## config.mk

```make
export PLATFORM = sky130hd
export DESIGN_NAME = alu_result_stage
export DESIGN_NICKNAME = d
export VERILOG_FILES = /design/src/rtl/alu_result_stage.sv
export SDC_FILE = /design/constraint.sdc
export NUM_CORES = 1
export LEC_CHECK = 0
export ABC_AREA = 1
export ABC_CLOCK_PERIOD_IN_PS = 5300
export CAP_MARGIN = 25
export CELL_PAD_IN_SITES_DETAIL_PLACEMENT = 2
export CELL_PAD_IN_SITES_GLOBAL_PLACEMENT = 2
export CORE_ASPECT_RATIO = 0.7
export CORE_UTILIZATION = 35
export DETAILED_ROUTE_END_ITERATION = 10
export PLACE_DENSITY = 0.79
export SYNTH_ARGS = -nofsm -noshare
export SYNTH_HDL_FRONTEND = slang
export SYNTH_SLANG_ARGS = --single-unit
```

## constraint.sdc

```tcl
create_clock -name clk -period 5.3 [get_ports clk]
set_input_delay 0.53 -clock clk [delete_from_list [all_inputs] [get_ports clk]]
set_output_delay 0.53 -clock clk [all_outputs]
set_load 0.02 [all_outputs]
```

## src/rtl/alu_result_stage.sv

```systemverilog
// ---------------------------------------------------------------------------
// alu_result_stage
//
// Result stage behind the 16-bit ALU. Each ALU operation delivers
// {OUT, Cout, overflow, lt, gt, eq, opcod} plus a destination tag. The stage:
//   - buffers results in a 2-entry valid/ready FIFO toward write-back,
//   - holds the architectural status flags {C,V,N,Z,LT,GT,EQ}, updated only
//     when an entry retires (pops),
//   - keeps a sticky signed-overflow bit,
//   - evaluates a branch condition against the registered flags.
//
// Optional feature macro: ALU_RESULT_PERF_CNT_EN
//   When defined, adds retire_cnt[15:0] (wrapping pop counter) and
//   stall_cnt[15:0] (saturating count of cycles with in_valid & !in_ready).
//
// Ports
//   clk, rst_n          clock; synchronous active-low reset
//   in_valid/in_ready   producer handshake (in_ready = FIFO not full)
//   in_data..in_dest    ALU result fields for one operation
//   out_valid/out_ready write-back handshake (out_valid = FIFO not empty)
//   out_data, out_dest  head entry (data forced to 0 for ops 110/111)
//   flags               {C,V,N,Z,LT,GT,EQ} registered status
//   sticky_ovf          sticky overflow, cleared by sticky_clr
//   illegal_op          1-cycle pulse after an op 110/111 retires
//   br_cond, br_taken   branch condition select and its evaluation
//   retire_cnt, stall_cnt  (macro only) performance counters
// ---------------------------------------------------------------------------
module alu_result_stage #(
   parameter int DEST_W = 4,
   parameter int DEPTH  = 2
) (
   input  logic              clk,
   input  logic              rst_n,
   input  logic              in_valid,
   output logic              in_ready,
   input  logic [15:0]       in_data,
   input  logic              in_cout,
   input  logic              in_ovf,
   input  logic              in_lt,
   input  logic              in_gt,
   input  logic              in_eq,
   input  logic [2:0]        in_op,
   input  logic [DEST_W-1:0] in_dest,
   output logic              out_valid,
   input  logic              out_ready,
   output logic [15:0]       out_data,
   output logic [DEST_W-1:0] out_dest,
   output logic [6:0]        flags,
   output logic              sticky_ovf,
   input  logic              sticky_clr,
   output logic              illegal_op,
   input  logic [2:0]        br_cond,
`ifdef ALU_RESULT_PERF_CNT_EN
   output logic [15:0]       retire_cnt,
   output logic [15:0]       stall_cnt,
`endif
   output logic              br_taken
);

   // flag bit positions within flags
   localparam int F_C  = 6;
   localparam int F_V  = 5;
   localparam int F_N  = 4;
   localparam int F_Z  = 3;
   localparam int F_LT = 2;
   localparam int F_GT = 1;
   localparam int F_EQ = 0;

   localparam logic [1:0] FULL_CNT = 2'(DEPTH);

   typedef struct packed {
      logic [15:0]       data;
      logic              cout;
      logic              ovf;
      logic              lt;
      logic              gt;
      logic              eq;
      logic [2:0]        op;
      logic [DEST_W-1:0] dest;
   } entry_t;

   entry_t            mem [0:1];
   logic              wr_ptr;
   logic              rd_ptr;
   logic [1:0]        count;
   logic              push;
   logic              pop;
   entry_t            head;
   entry_t            in_entry;
   logic              head_illegal;
   logic              head_ovf_op;
   logic [6:0]        flags_nxt;
   logic [15:0]       hold_data;
   logic [DEST_W-1:0] hold_dest;

   // ---------------------------------------------------------------------
   // FIFO control
   // ---------------------------------------------------------------------
   assign in_ready  = (count != FULL_CNT);
   assign out_valid = (count != 2'd0);
   assign push      = in_valid & in_ready;
   assign pop       = out_valid & out_ready;

   assign in_entry = '{data: in_data, cout: in_cout, ovf: in_ovf,
                       lt: in_lt, gt: in_gt, eq: in_eq,
                       op: in_op, dest: in_dest};

   assign head         = mem[rd_ptr];
   assign head_illegal = (head.op[2:1] == 2'b11);
   assign head_ovf_op  = (head.op == 3'b011) || (head.op == 3'b100);

   // Entry storage carries no reset; it is only observed while count != 0.
   always_ff @(posedge clk) begin
      if (push) mem[wr_ptr] <= in_entry;
   end

   always_ff @(posedge clk) begin
      if (!rst_n) begin
         wr_ptr <= 1'b0;
         rd_ptr <= 1'b0;
         count  <= 2'd0;
      end else begin
         if (push) wr_ptr <= ~wr_ptr;
         if (pop)  rd_ptr <= ~rd_ptr;
         // push and pop together leave count unchanged
         case ({push, pop})
            2'b10:   count <= count + 2'd1;
            2'b01:   count <= count - 2'd1;
            default: count <= count;
         endcase
      end
   end

   // ---------------------------------------------------------------------
   // Output view. While empty, present the last retired values so the
   // write-back side sees stable data rather than stale storage.
   // ---------------------------------------------------------------------
   always_comb begin
      out_data = hold_data;
      out_dest = hold_dest;
      if (out_valid) begin
         out_data = head_illegal ? 16'h0000 : head.data;
         out_dest = head.dest;
      end
   end

   always_ff @(posedge clk) begin
      if (!rst_n) begin
         hold_data <= 16'h0000;
         hold_dest <= '0;
      end else if (pop) begin
         hold_data <= out_data;
         hold_dest <= out_dest;
      end
   end

   // ---------------------------------------------------------------------
   // Flag decode of the head entry, applied only on retire.
   // ---------------------------------------------------------------------
   always_comb begin
      flags_nxt = flags;
      case (head.op)
         3'b000, 3'b001: begin
            flags_nxt[F_N]  = head.data[15];
            flags_nxt[F_Z]  = (head.data == 16'h0000);
            flags_nxt[F_LT] = head.lt;
            flags_nxt[F_GT] = head.gt;
            flags_nxt[F_EQ] = head.eq;
         end
         3'b010: begin
            flags_nxt[F_C]  = head.cout;
            flags_nxt[F_N]  = head.data[15];
            flags_nxt[F_Z]  = (head.data == 16'h0000);
            flags_nxt[F_LT] = head.lt;
            flags_nxt[F_GT] = head.gt;
            flags_nxt[F_EQ] = head.eq;
         end
         3'b011, 3'b100: begin
            flags_nxt[F_C]  = head.cout;
            flags_nxt[F_V]  = head.ovf;
            flags_nxt[F_N]  = head.data[15];
            flags_nxt[F_Z]  = (head.data == 16'h0000);
            flags_nxt[F_LT] = head.lt;
            flags_nxt[F_GT] = head.gt;
            flags_nxt[F_EQ] = head.eq;
         end
         3'b101: begin
            flags_nxt[F_Z]  = (head.data == 16'h0000);
            flags_nxt[F_LT] = head.lt;
            flags_nxt[F_GT] = head.gt;
            flags_nxt[F_EQ] = head.eq;
         end
         default: flags_nxt = flags;   // 110/111: no flag change
      endcase
   end

   always_ff @(posedge clk) begin
      if (!rst_n) begin
         flags      <= 7'b0;
         sticky_ovf <= 1'b0;
         illegal_op <= 1'b0;
      end else begin
         if (pop) flags <= flags_nxt;
         illegal_op <= pop & head_illegal;
         // set has priority over a simultaneous clear
         if (pop && head_ovf_op && head.ovf) sticky_ovf <= 1'b1;
         else if (sticky_clr)                 sticky_ovf <= 1'b0;
      end
   end

   // ---------------------------------------------------------------------
   // Branch evaluation: registered flags only, so a branch in the retire
   // cycle sees the pre-retire state.
   // ---------------------------------------------------------------------
   always_comb begin
      case (br_cond)
         3'b000:  br_taken = 1'b0;
         3'b001:  br_taken = 1'b1;
         3'b010:  br_taken = flags[F_EQ];
         3'b011:  br_taken = ~flags[F_EQ];
         3'b100:  br_taken = flags[F_LT];
         3'b101:  br_taken = ~flags[F_LT];
         3'b110:  br_taken = flags[F_GT];
         default: br_taken = ~flags[F_GT];
      endcase
   end

`ifdef ALU_RESULT_PERF_CNT_EN
   // ---------------------------------------------------------------------
   // Performance counters
   // ---------------------------------------------------------------------
   always_ff @(posedge clk) begin
      if (!rst_n) begin
         retire_cnt <= 16'h0000;
         stall_cnt  <= 16'h0000;
      end else begin
         if (pop) retire_cnt <= retire_cnt + 16'd1;   // wraps naturally
         if (in_valid && !in_ready && (stall_cnt != 16'hFFFF))
            stall_cnt <= stall_cnt + 16'd1;
      end
   end
`endif

endmodule

```

# Word level (Yosys, flattened, before mapping)
# Memory sizes are Yosys's and may differ from the RTL's. A register that Yosys moved wholly into a read port is not among the register bits.
# Cells that the tools add are included.
# word_totals
regBits	33
mem_bits_rw	56
inputBits	36
output_inout_bits	32
elab_cells	65
n_memories	1
# memory_table
memory	depth	width	rd	rd_clocked_by_memory_dff	wr	line_no	rtl
mem	2	28	1	1	1	82	entry_t mem [0:1];
# classes
addsub	2
eq_ne	15
muxes	11
bitwise_logic	8
n_reduce_logical	17
# ops
operator	count
2-to-1 mux 16 bit	2
zero test 16 bit	1
== test 3 bit (second input constant)	5
== test 3 x 2 -> 1 bit (second input constant)	4
AND reduction 2 bit	4
case mux 1 bit (7 select lines)	1
== test 3 x 1 -> 1 bit (second input constant)	2
zero test 3 bit	2
2-to-1 mux 1 bit	6
nonzero test 2 bit	3
OR reduction 6 bit	1
NOT 1 bit	5
OR reduction 5 bit	1
== test 2 bit (second input constant)	2
2-to-1 mux 4 bit	1
case mux 2 bit (2 select lines)	1
AND 1 bit	3
OR reduction 3 bit	1
adder 2 x 1 -> 2 bit (second input constant)	1
== test 2 x 1 -> 1 bit (second input constant)	1
logical AND 1 bit	2
inequality test 2 bit (second input constant)	1
OR reduction 2 bit	1
subtractor 2 x 1 -> 2 bit (second input constant)	1
logical OR 1 bit	1

# Logic depth before layout (Yosys ltp)
# logic_depth
word_depth	5
mapped_depth	11
ltp_nobuf	10

# Worst setup path before layout
# No wires, ideal clock.
# synth_path
path_kind	register to register
start	register count[0]
end	memory mem[1][0] in the netlist's numbering (enable)
setup_ns	0.414
arrival_ns	1.984
required_time_ns	4.886
setup_slack_ns	2.902
stages_incl_launch_ff	5
synth_period_minus_slack_ns	2.398
cell_sequence	dfxtp_1 inv_1 nand2_1 nand2_1 nor2_1
# synth_between
elab_chain_len	4
# synth_rtl
element	line_no	rtl
start, declared	85	logic [1:0] count;
start signal, assigned	127	2'b10: count <= count + 2'd1;
start signal, assigned	128	2'b01: count <= count - 2'd1;
start signal, assigned	129	default: count <= count;
inequality test 2 bit	99	assign in_ready = (count != FULL_CNT);
named net in_ready	35	output logic in_ready,
AND 1 bit	101	assign push = in_valid & in_ready;
2-to-1 mux 1 bit	114	if (push) mem[wr_ptr] <= in_entry;
2-to-1 mux 1 bit (not written as such)	114	
end, declared	82	
# The timed path passes the listed nets, and every way through them passes these cells.

==> flow_summary.toml <==
[run_status]
status = "complete, no violations"

[sta]
period_needed_ns = 3.29
fmax_ghz = 0.304
hold_violations = 0
setup_viol_count_final = 0
slew_viol_final = 0
fin_crit_sh = 0.621
clock_skew_ns = 0.00606
worst_pin_slew_ns = 0.799
rsz0062_at_grt = "false"
tns_ns = 0
relSlewSlack = 0.467

[final_layout]
final_nets = 487
layout-drive-gt1-share = 0.116
final_core_util = 0.470
syn2layout_area_growth_pct = 28.5
n_fill_cell = 1094
diodes = 0

[die]
ios = 68
dieWidth_um = 127
num_rows = 31
start_util = 0.366
die_area_um2 = 11400
fp.coreArea_um2 = 10500
die_height_um = 89.7

[clocking]
tritoncts = "yes"
clock-sinks = 90
clk_path_buf_depth = 2
clockRootBuffer = "clkbuf_16"
cts_buffers = 9
path_clk_slew_ns = 0.06
htree_levels = 3
worstSkewPairLatency_ns = 0.34
cts_setup_buffers = 0
cts-resized-gates = 0
ctsHoldBuffers = 0

[placed_design]
io_buffers = 67
dp_hpwl_um = 7230
gp_congestion = 0.757

[synthesis]
synthCells = 383
yosysMostFrequentCell = "nand2_1"
ys_async_sr_fraction = 0
ys_types = 31
synthTopCellsByArea = "edfxtp_1 (44%), dfxtp_1 (18%), nand2_1 (15%), o21ai_4 (3.8%), a21oi_1 (2.9%)"
yosysTopAreaCell = "edfxtp_1"
ys.flop_type = "edfxtp_1"
synth.net_count = 420
synth.cell_area_um2 = 3850
postSynthAreaPerCell_um2 = 10.0
seq_area_frac_synth = 0.614
synthTopCellsByCount = "nand2_1 (150), edfxtp_1 (56), dfxtp_1 (34), a21oi_1 (22), nor2_1 (18)"
yosys_register_bits = 90
yosysWarnings = 0
synth_top_area_share = 0.437
synth_edf_count = 56

[route]
wl_per_cell_um = 17.8
drt_iter0_drc = 122
first_pass_iters = 4
drc = 0
antenna_left = 0
vias = 2936
viasPerCell = 4.87
wl_um = 10800

[setup_path]
cp_num_cells = 7
critical-path-max-stage-delay_ns = 0.58
crit_slowest_cell = "inv_1"
start_kind = "flop"
critPathTopFamily = "buffers and inverters"
crit_fanout = 23
reg2reg_from = "count[0]"
crit_chain = "inv_1 -> nand2_1 -> nand2_2 -> inv_2 -> nor2_8 -> o21ai_1 -> clkdlybuf4s50_1"
r2r_cells = 11
rr_endpoint = "count[1]"
cp.arrival_ns = 2.76
ff2ff_setup_slack_ns = 2.36
critical_path_required_ns = 4.77
endpoint_kind = "output port"
path_buf_inv = 3
critical_path_class = "flop to output port"

[min_path]
hp-start = "sticky_ovf"
min_to = "sticky_ovf"
whs_path_depth = 2
min_path_type = "flop to flop"

[power_and_ir_drop]
power.density_nw_per_um2 = 522
cellLeakagePower_nw = 1.81
peakVddDrop_mv = 0.186

[run]
drv_cap = 0

[grt]
grt_start_max_net_pins = 36
gr-usage-all-layers = 0.204
antenna_found_initial = 0
grt_overflow = 0
grt_pass1_wl_um = 17600
grt_pass1_vias = 3280
## state kept, by name (all words and copies together), names as in the netlist, named ones only
name        count
rd_ptr          1
illegal_op      1
count           2
mem            56
flags           7
hold_data      16
wr_ptr          1
sticky_ovf      1
hold_dest       4
## tightest hold or removal path, cell delays in order (launching register included)
cell and delay, ns:
dfxtp_1 0.31, nand2_1 0.06, a21oi_1 0.06
## worst max path at each step
stage	start	slack, ns	end
5_1_grt	flop	1.80	out_data[5]
2_1_floorplan	count[0]	2.90	mem[1][0]
3_5_place_dp	flop	2.32	out_data[4]
6_report	flop	2.01	out_data[4]
3_3_place_gp	flop	2.41	out_data[3]
4_1_cts	flop	1.91	out_data[4]
## stage by stage
stage / cell area, um^2 / hold slack, ns / worst slack (ns) / total power [mW] / instances
2_1_floorplan: 3850 / 0.425 / 2.90 / 1.59 / 383
3_3_place_gp: 4620 / 0.436 / 2.41 / 1.92 / 586
3_5_place_dp: 4620 / 0.447 / 2.32 / 1.96 / 586
4_1_cts: 4910 / 0.477 / 1.91 / 2.61 / 602
5_1_grt: 4940 / 0.500 / 1.80 / 2.72 / 603
6_report: 4940 / 0.478 / 2.01 / 2.58 / 603
## logic make-up (layout without fill, tap and decap cells)
logic type / Yosys count / in the layout / synth area share
flip-flops: 90 / 90 / 0.614
adder cells (fa/ha/maj): 1 / 1 / 0.00325
AND/OR/NAND/NOR: 187 / 187 / 0.198
buffers and inverters: 34 / 106 / 0.0472
XOR/XNOR: 1 / 1 / 0.00228
AO/OA/AOI/OAI: 66 / 66 / 0.125
multiplexers: 4 / 4 / 0.0104
## routing by layer
layer  part of all wire  track usage  vias to the layer above
met3              0.026       0.0411                        8
met2               0.50        0.348                       49
li1                   -            -                     1403
met1               0.46        0.259                     1476
met4              0.010       0.0615                        0
met5                  0            0                        -
## cells in the final DEF (no fill, tap or decap), types with 10 or more instances in the layout
cell               n
a21oi_1           22
clkdlybuf4s50_1   67
dfxtp_1           34
edfxtp_1          56
inv_1             13
nand2_1          150
nor2_1            16
o21ai_0           11
o21ai_1           10
## layout make-up
| cell class | count | area (um^2) | share of cell area |
|---|---|---|---|
| clock buffers | 13 | 250 | 0.0506 |
| inverters | 18 | 67.6 | 0.0137 |
| flip-flops and latches | 90 | 2360 | 0.478 |
| repair buffers | 72 | 728 | 0.147 |
| multi-input cells | 259 | 1310 | 0.265 |
| well taps | 148 | 185 | 0.0375 |
| clock inverters | 3 | 40.0 | 0.00810 |
## where the power goes
| group | internal (mW) | switching (mW) |
|---|---|---|
| logic | 0.367 | 0.673 |
| registers | 0.857 | 0.0486 |
| clock network | 0.377 | 0.256 |
(Power assumes the default switching activity.)
==> patch 1 (same settings) <==
The option `ALU_RESULT_PERF_CNT_EN` is turned on by a define.
--- a/src/rtl/alu_result_stage.sv
+++ b/src/rtl/alu_result_stage.sv
@@ -25,6 +25,8 @@
 //   br_cond, br_taken   branch condition select and its evaluation
 //   retire_cnt, stall_cnt  (macro only) performance counters
 // ---------------------------------------------------------------------------
+`define ALU_RESULT_PERF_CNT_EN
+
 module alu_result_stage #(
    parameter int DEST_W = 4,
    parameter int DEPTH  = 2
Function (old outputs only; new: retire_cnt and stall_cnt): kept (equiv_simple and equiv_induct, registers matched by name and starting in step).
==> patch 1 against the unedited design <==
Sequential power up 29%. Critical path depth down 3. Routed wire length up 69%. Final area up 43%. Area after synthesis up 37%. Largest cell class unchanged. Sequential share of layout area down 5.3 points. Fmax down 4.1%. Sequential cell count up 32. Total power up 34%. Setup slack worse by 0.14 ns. Hold slack better by 0.00090 ns.
==> patch 1: results (changes against the unedited design) <==
stage,metric,value,unit,change
yosys,synth_common_cells,"202 x nand2_1, 66 x dfxtp_1, 66 x nor2_1",,
final_layout,layout.area.seq,3003,um2,+27%
setup_path,cp_max_fo,28,,+22%
yosys,avgSynthCellArea,8.548,um2,-15%
setup_path,critPathCapture,out_dest[2],,
setup_path,r2r-end,mem[1][22],,
grt,grtUsageTotal,24.51,%,+4.1 points
sta,fin_skew,0.01207,ns,+0.006009 ns
place,dpl_cell_area,6440,um2,+39%
grt,grt_pass1_wl,28770,um,+63%
yosys,synthFlopType,dfxtp_1,,
final_layout,multi_input_area,2014,um2,+54%
route,drt-vias-per-instance,5.102,,+4.8%
final_layout,fillCellCount,1601,,+46%
run_status,status,completed,,
yosys,synth_area,5274,um2,+37%
yosys,yosysUniqueCellTypes,35,,+13%
yosys,syn_nets,656,,+56%
yosys,synth_edf_count,56,,unchanged
place,portBuffers,99,,+48%
yosys,synth.area.top_cells,"edfxtp_1 32%, dfxtp_1 25%, nand2_1 14%, nor2_1 4.7%, a21oi_1 4.6%",,
setup_path,r2r_slack,3.00,ns,+0.64 ns
place,dp_hpwl,11890,um,+64%
final_layout,synthToLayoutAreaGrowth,33.93,%,
yosys,ys_async_sr_fraction,0,%,unchanged
clock_tree,htree_num_levels,4,,+1
place,gp_congestion,0.7803,,+3.1%
route,drt_iter0_drc,181,,+48%
clock_tree,clk-insertion-delay-late,0.42,ns,+0.08 ns
sta,tightest_slew,0.8361,ns,+0.03744 ns
final_layout,inv_count,40,,+22
final_layout,nClkBuffers,24,,+11
grt,grt_max_degree,38,,+5.6%
setup_path,worstPathArrival,2.90,ns,+0.14 ns
place,preCtsSetupSlack,2.367,ns,+0.04820 ns
route,wl,18170,um,+69%
place,place_inst,894,,+53%
final_layout,final-nonclk-buf-share,14.56,%,-0.17 points
grt,grt_pass1_vias,5382,,+64%
final_layout,final-clk-cell-share,8.822,%,+2.9 points
sta,worst_slack,1.867,ns,-0.1422 ns
power_and_ir_drop,peakVddDrop,294.6,uV,+59%
floorplanning,start_util,35.82,%,-0.78 points
## patch 1: cell types whose count changed after synthesis, sizes merged, moves of 4 or more
cell,change
a22o,+4
nor2,+49
xor2,+5
dfxtp,+32
clkbuf,+5
a21oi,+17
nand3,+32
nand2,+49
nor3,+5
o21ai,-4
inv,+23
## patch 1: kinds of logic after synthesis
logic type | count (synthesis) | share of synthesized area (%)
muxes | 3 | 0.5694
adders and majority gates | 3 | 0.7118
DFF | 122 | 56.94
xor gates and xnor gates | 9 | 1.495
and+or+nand+nor | 330 | 26.17
buffers and inverters | 62 | 4.958
AOI/OAI and AO/OA | 88 | 9.158
## patch 1: worst max-delay path, cell delays in order (launching register included)
cell and delay [ns]:
dfxtp_1 0.37, nor2_4 0.61, inv_1 0.53, a31oi_1 0.32, clkdlybuf4s50_1 0.65
## patch 1: how the worst min path moves through the flow
| stage | startpoint | end | slack (ns) | depth (start not counted) |
|---|---|---|---|---|
| 2_1_floorplan | rd_ptr | flip-flop | 0.43 | 1 |
| 3_3_place_gp | rd_ptr | flip-flop | 0.43 | 1 |
| 3_5_place_dp | rd_ptr | flip-flop | 0.46 | 1 |
| 4_1_cts | rd_ptr | flip-flop | 0.47 | 1 |
| 5_1_grt | rd_ptr | flip-flop | 0.50 | 1 |
| 6_report | hold_data[9] | hold_data[9] | 0.48 | 2 |
## patch 1: routing by layer
| layer | wire length (um) | vias up | track usage, % |
|---|---|---|---|
| met2 | 9227 | 101 | 42.26 |
| li1 | - | 2234 | - |
| met4 | 274 | 0 | 7.953 |
| met5 | 0 | - | 0 |
| met1 | 7946 | 2366 | 30.29 |
| met3 | 719 | 23 | 5.197 |
## patch 1: power breakdown
group | switching, mW | total, mW | internal [mW]
clock network | 0.447 | 1.22 | 0.770
registers | 0.0636 | 1.17 | 1.11
logic | 0.705 | 1.06 | 0.350
==> patch 2 (same flow settings) <==
Made on the original files. Put one more register stage on the output `flags`, with the module's reset. The value now appears one clock later. The other outputs are not delayed to match. Comments in the files are not updated.
--- a/src/rtl/alu_result_stage.sv
+++ b/src/rtl/alu_result_stage.sv
@@ -79,6 +79,8 @@
       logic [DEST_W-1:0] dest;
    } entry_t;
 
+   logic [6:0] flags_s0;
+
    entry_t            mem [0:1];
    logic              wr_ptr;
    logic              rd_ptr;
@@ -158,7 +160,7 @@
    // Flag decode of the head entry, applied only on retire.
    // ---------------------------------------------------------------------
    always_comb begin
-      flags_nxt = flags;
+      flags_nxt = flags_s0;
       case (head.op)
          3'b000, 3'b001: begin
             flags_nxt[F_N]  = head.data[15];
@@ -190,17 +192,17 @@
             flags_nxt[F_GT] = head.gt;
             flags_nxt[F_EQ] = head.eq;
          end
-         default: flags_nxt = flags;   // 110/111: no flag change
+         default: flags_nxt = flags_s0;   // 110/111: no flag change
       endcase
    end
 
    always_ff @(posedge clk) begin
       if (!rst_n) begin
-         flags      <= 7'b0;
+         flags_s0   <= 7'b0;
          sticky_ovf <= 1'b0;
          illegal_op <= 1'b0;
       end else begin
-         if (pop) flags <= flags_nxt;
+         if (pop) flags_s0 <= flags_nxt;
          illegal_op <= pop & head_illegal;
          // set has priority over a simultaneous clear
          if (pop && head_ovf_op && head.ovf) sticky_ovf <= 1'b1;
@@ -216,12 +218,12 @@
       case (br_cond)
          3'b000:  br_taken = 1'b0;
          3'b001:  br_taken = 1'b1;
-         3'b010:  br_taken = flags[F_EQ];
-         3'b011:  br_taken = ~flags[F_EQ];
-         3'b100:  br_taken = flags[F_LT];
-         3'b101:  br_taken = ~flags[F_LT];
-         3'b110:  br_taken = flags[F_GT];
-         default: br_taken = ~flags[F_GT];
+         3'b010:  br_taken = flags_s0[F_EQ];
+         3'b011:  br_taken = ~flags_s0[F_EQ];
+         3'b100:  br_taken = flags_s0[F_LT];
+         3'b101:  br_taken = ~flags_s0[F_LT];
+         3'b110:  br_taken = flags_s0[F_GT];
+         default: br_taken = ~flags_s0[F_GT];
       endcase
    end
 
@@ -241,5 +243,13 @@
    end
 `endif
 
+   always_ff @(posedge clk) begin
+      if (!rst_n) begin
+         flags <= '0;
+      end else begin
+         flags <= flags_s0;
+      end
+   end
+
 endmodule
 
Check against the original RTL: not equivalent (a bounded check fails within 4 cycles, from zero or initial values and one cycle with rst_n low).
==> patch 2 against the unedited design <==
Sequential power grew 2.9%. Routed wire length increased by 5.0%. Final area up 3.3%. Sequential cell count rose by 7. Largest cell class unchanged. Total power decreased by 8.6%. Count of clock-buffer cells in the layout down 2. Non-clock buffer count down 1. Critical path type unchanged. Area after synthesis increased by 4.4%. Combinational power shrank 25%. Setup slack better by 0.19 ns. Critical endpoint is now out_data[9].
==> patch 2: results (changes against the unedited design) <==
stage,metric,value,unit,change
run_status,status,completed,,
place,dp_hpwl,7693,um,+6.3%
final_layout,final-clk-cell-share,5.905,%,+0.032 points
grt,grt_use_met1,25.75,%,-0.14 points
route,drtPass1Iterations,5,,+1
grt,grt_use_met2,36.10,%,+1.3 points
place,dpl_cell_area,4805,um2,+3.9%
power_and_ir_drop,p_total,2.357,mW,-8.6%
yosys,synthCells,399,,+4.2%
grt,grt_pass1_wl,18100,um,+2.8%
route,drt_iter0_drc,160,,+31%
final_layout,layout-drive-gt1-share,10.26,%,-1.4 points
power_and_ir_drop,leakage,1.964,nW,+8.8%
final_layout,nClkBuffers,11,,-2
power_and_ir_drop,switching_share,35.11,%,-2.8 points
place,place_inst,605,,+3.2%
place,gp_congestion,0.7635,,+0.89%
yosys,avgSynthCellArea,10.06,um2,+0.17%
power_and_ir_drop,p_seq,0.932,mW,+2.9%
final_layout,final-nonclk-buf-share,13.72,%,-1.0 points
route,m1WireLength,5146,um,+3.6%
sta,fin_skew,0.006597,ns,+0.0005376 ns
final_layout,multi_input_area_share,24.90,%,-1.6 points
yosys,synth_common_cells,"117 x nand2_1, 56 x edfxtp_1, 41 x dfxtp_1",,
yosys,yosysUniqueCellTypes,34,,+9.7%
final_layout,inv_count,31,,+13
grt,grt_max_degree,40,,+11%
power_and_ir_drop,peakVddDrop,190.1,uV,+2.3%
final_layout,reg_top3,"mem (56), hold_data (16)",,
final_layout,fin_nets,500,,+2.7%
route,wl_met2,5605,um,+3.9%
setup_path,cp_max_fo,39,,+70%
yosys,synth.area.top_cells,"edfxtp_1 42%, dfxtp_1 20%, nand2_1 11%, a21oi_1 3.7%, a22o_1 3.5%",,
setup_path,worstPathArrival,2.57,ns,-0.19 ns
route,wl,11300,um,+5.0%
grt,grtUsageTotal,20.69,%,+0.32 points
power_and_ir_drop,powerClk,0.644,mW,+2%
[patch 2: worst paths after layout]
path                            depth (start not counted)         from           to  slack [ns]
worst min register to register                          2  flags_s0[1]     flags[1]        0.44
worst min-delay path                                    2  flags_s0[1]     flags[1]        0.44
worst max-delay path                                    4     count[0]  out_data[9]        2.20
worst max register to register                         10     count[0]     count[1]        2.78
[patch 2: worst max-delay path: stages (launching register included)]
cell and delay [ns]:
dfxtp_1 0.40, nor2_4 0.81, nor2_1 0.20, a22o_1 0.26, clkdlybuf4s50_1 0.55
[patch 2: cell families after synthesis]
group           share of synthesized area [%]
xor+xnor                               0.2182
mux                                    0.7479
flops                                   62.32
simple gates                            17.86
fa+ha+maj                              0.3116
compound gates                          12.40
buf+inv                                 6.139
[patch 2: metrics by stage]
step | worst slack (ns) | util (%)
2_1_floorplan | 2.923 | -
6_report | 2.199 | 46.04
5_1_grt | 2.096 | 46.04
3_5_place_dp | 2.596 | 43.32
3_3_place_gp | 2.698 | 43.32
4_1_cts | 2.209 | 46.04
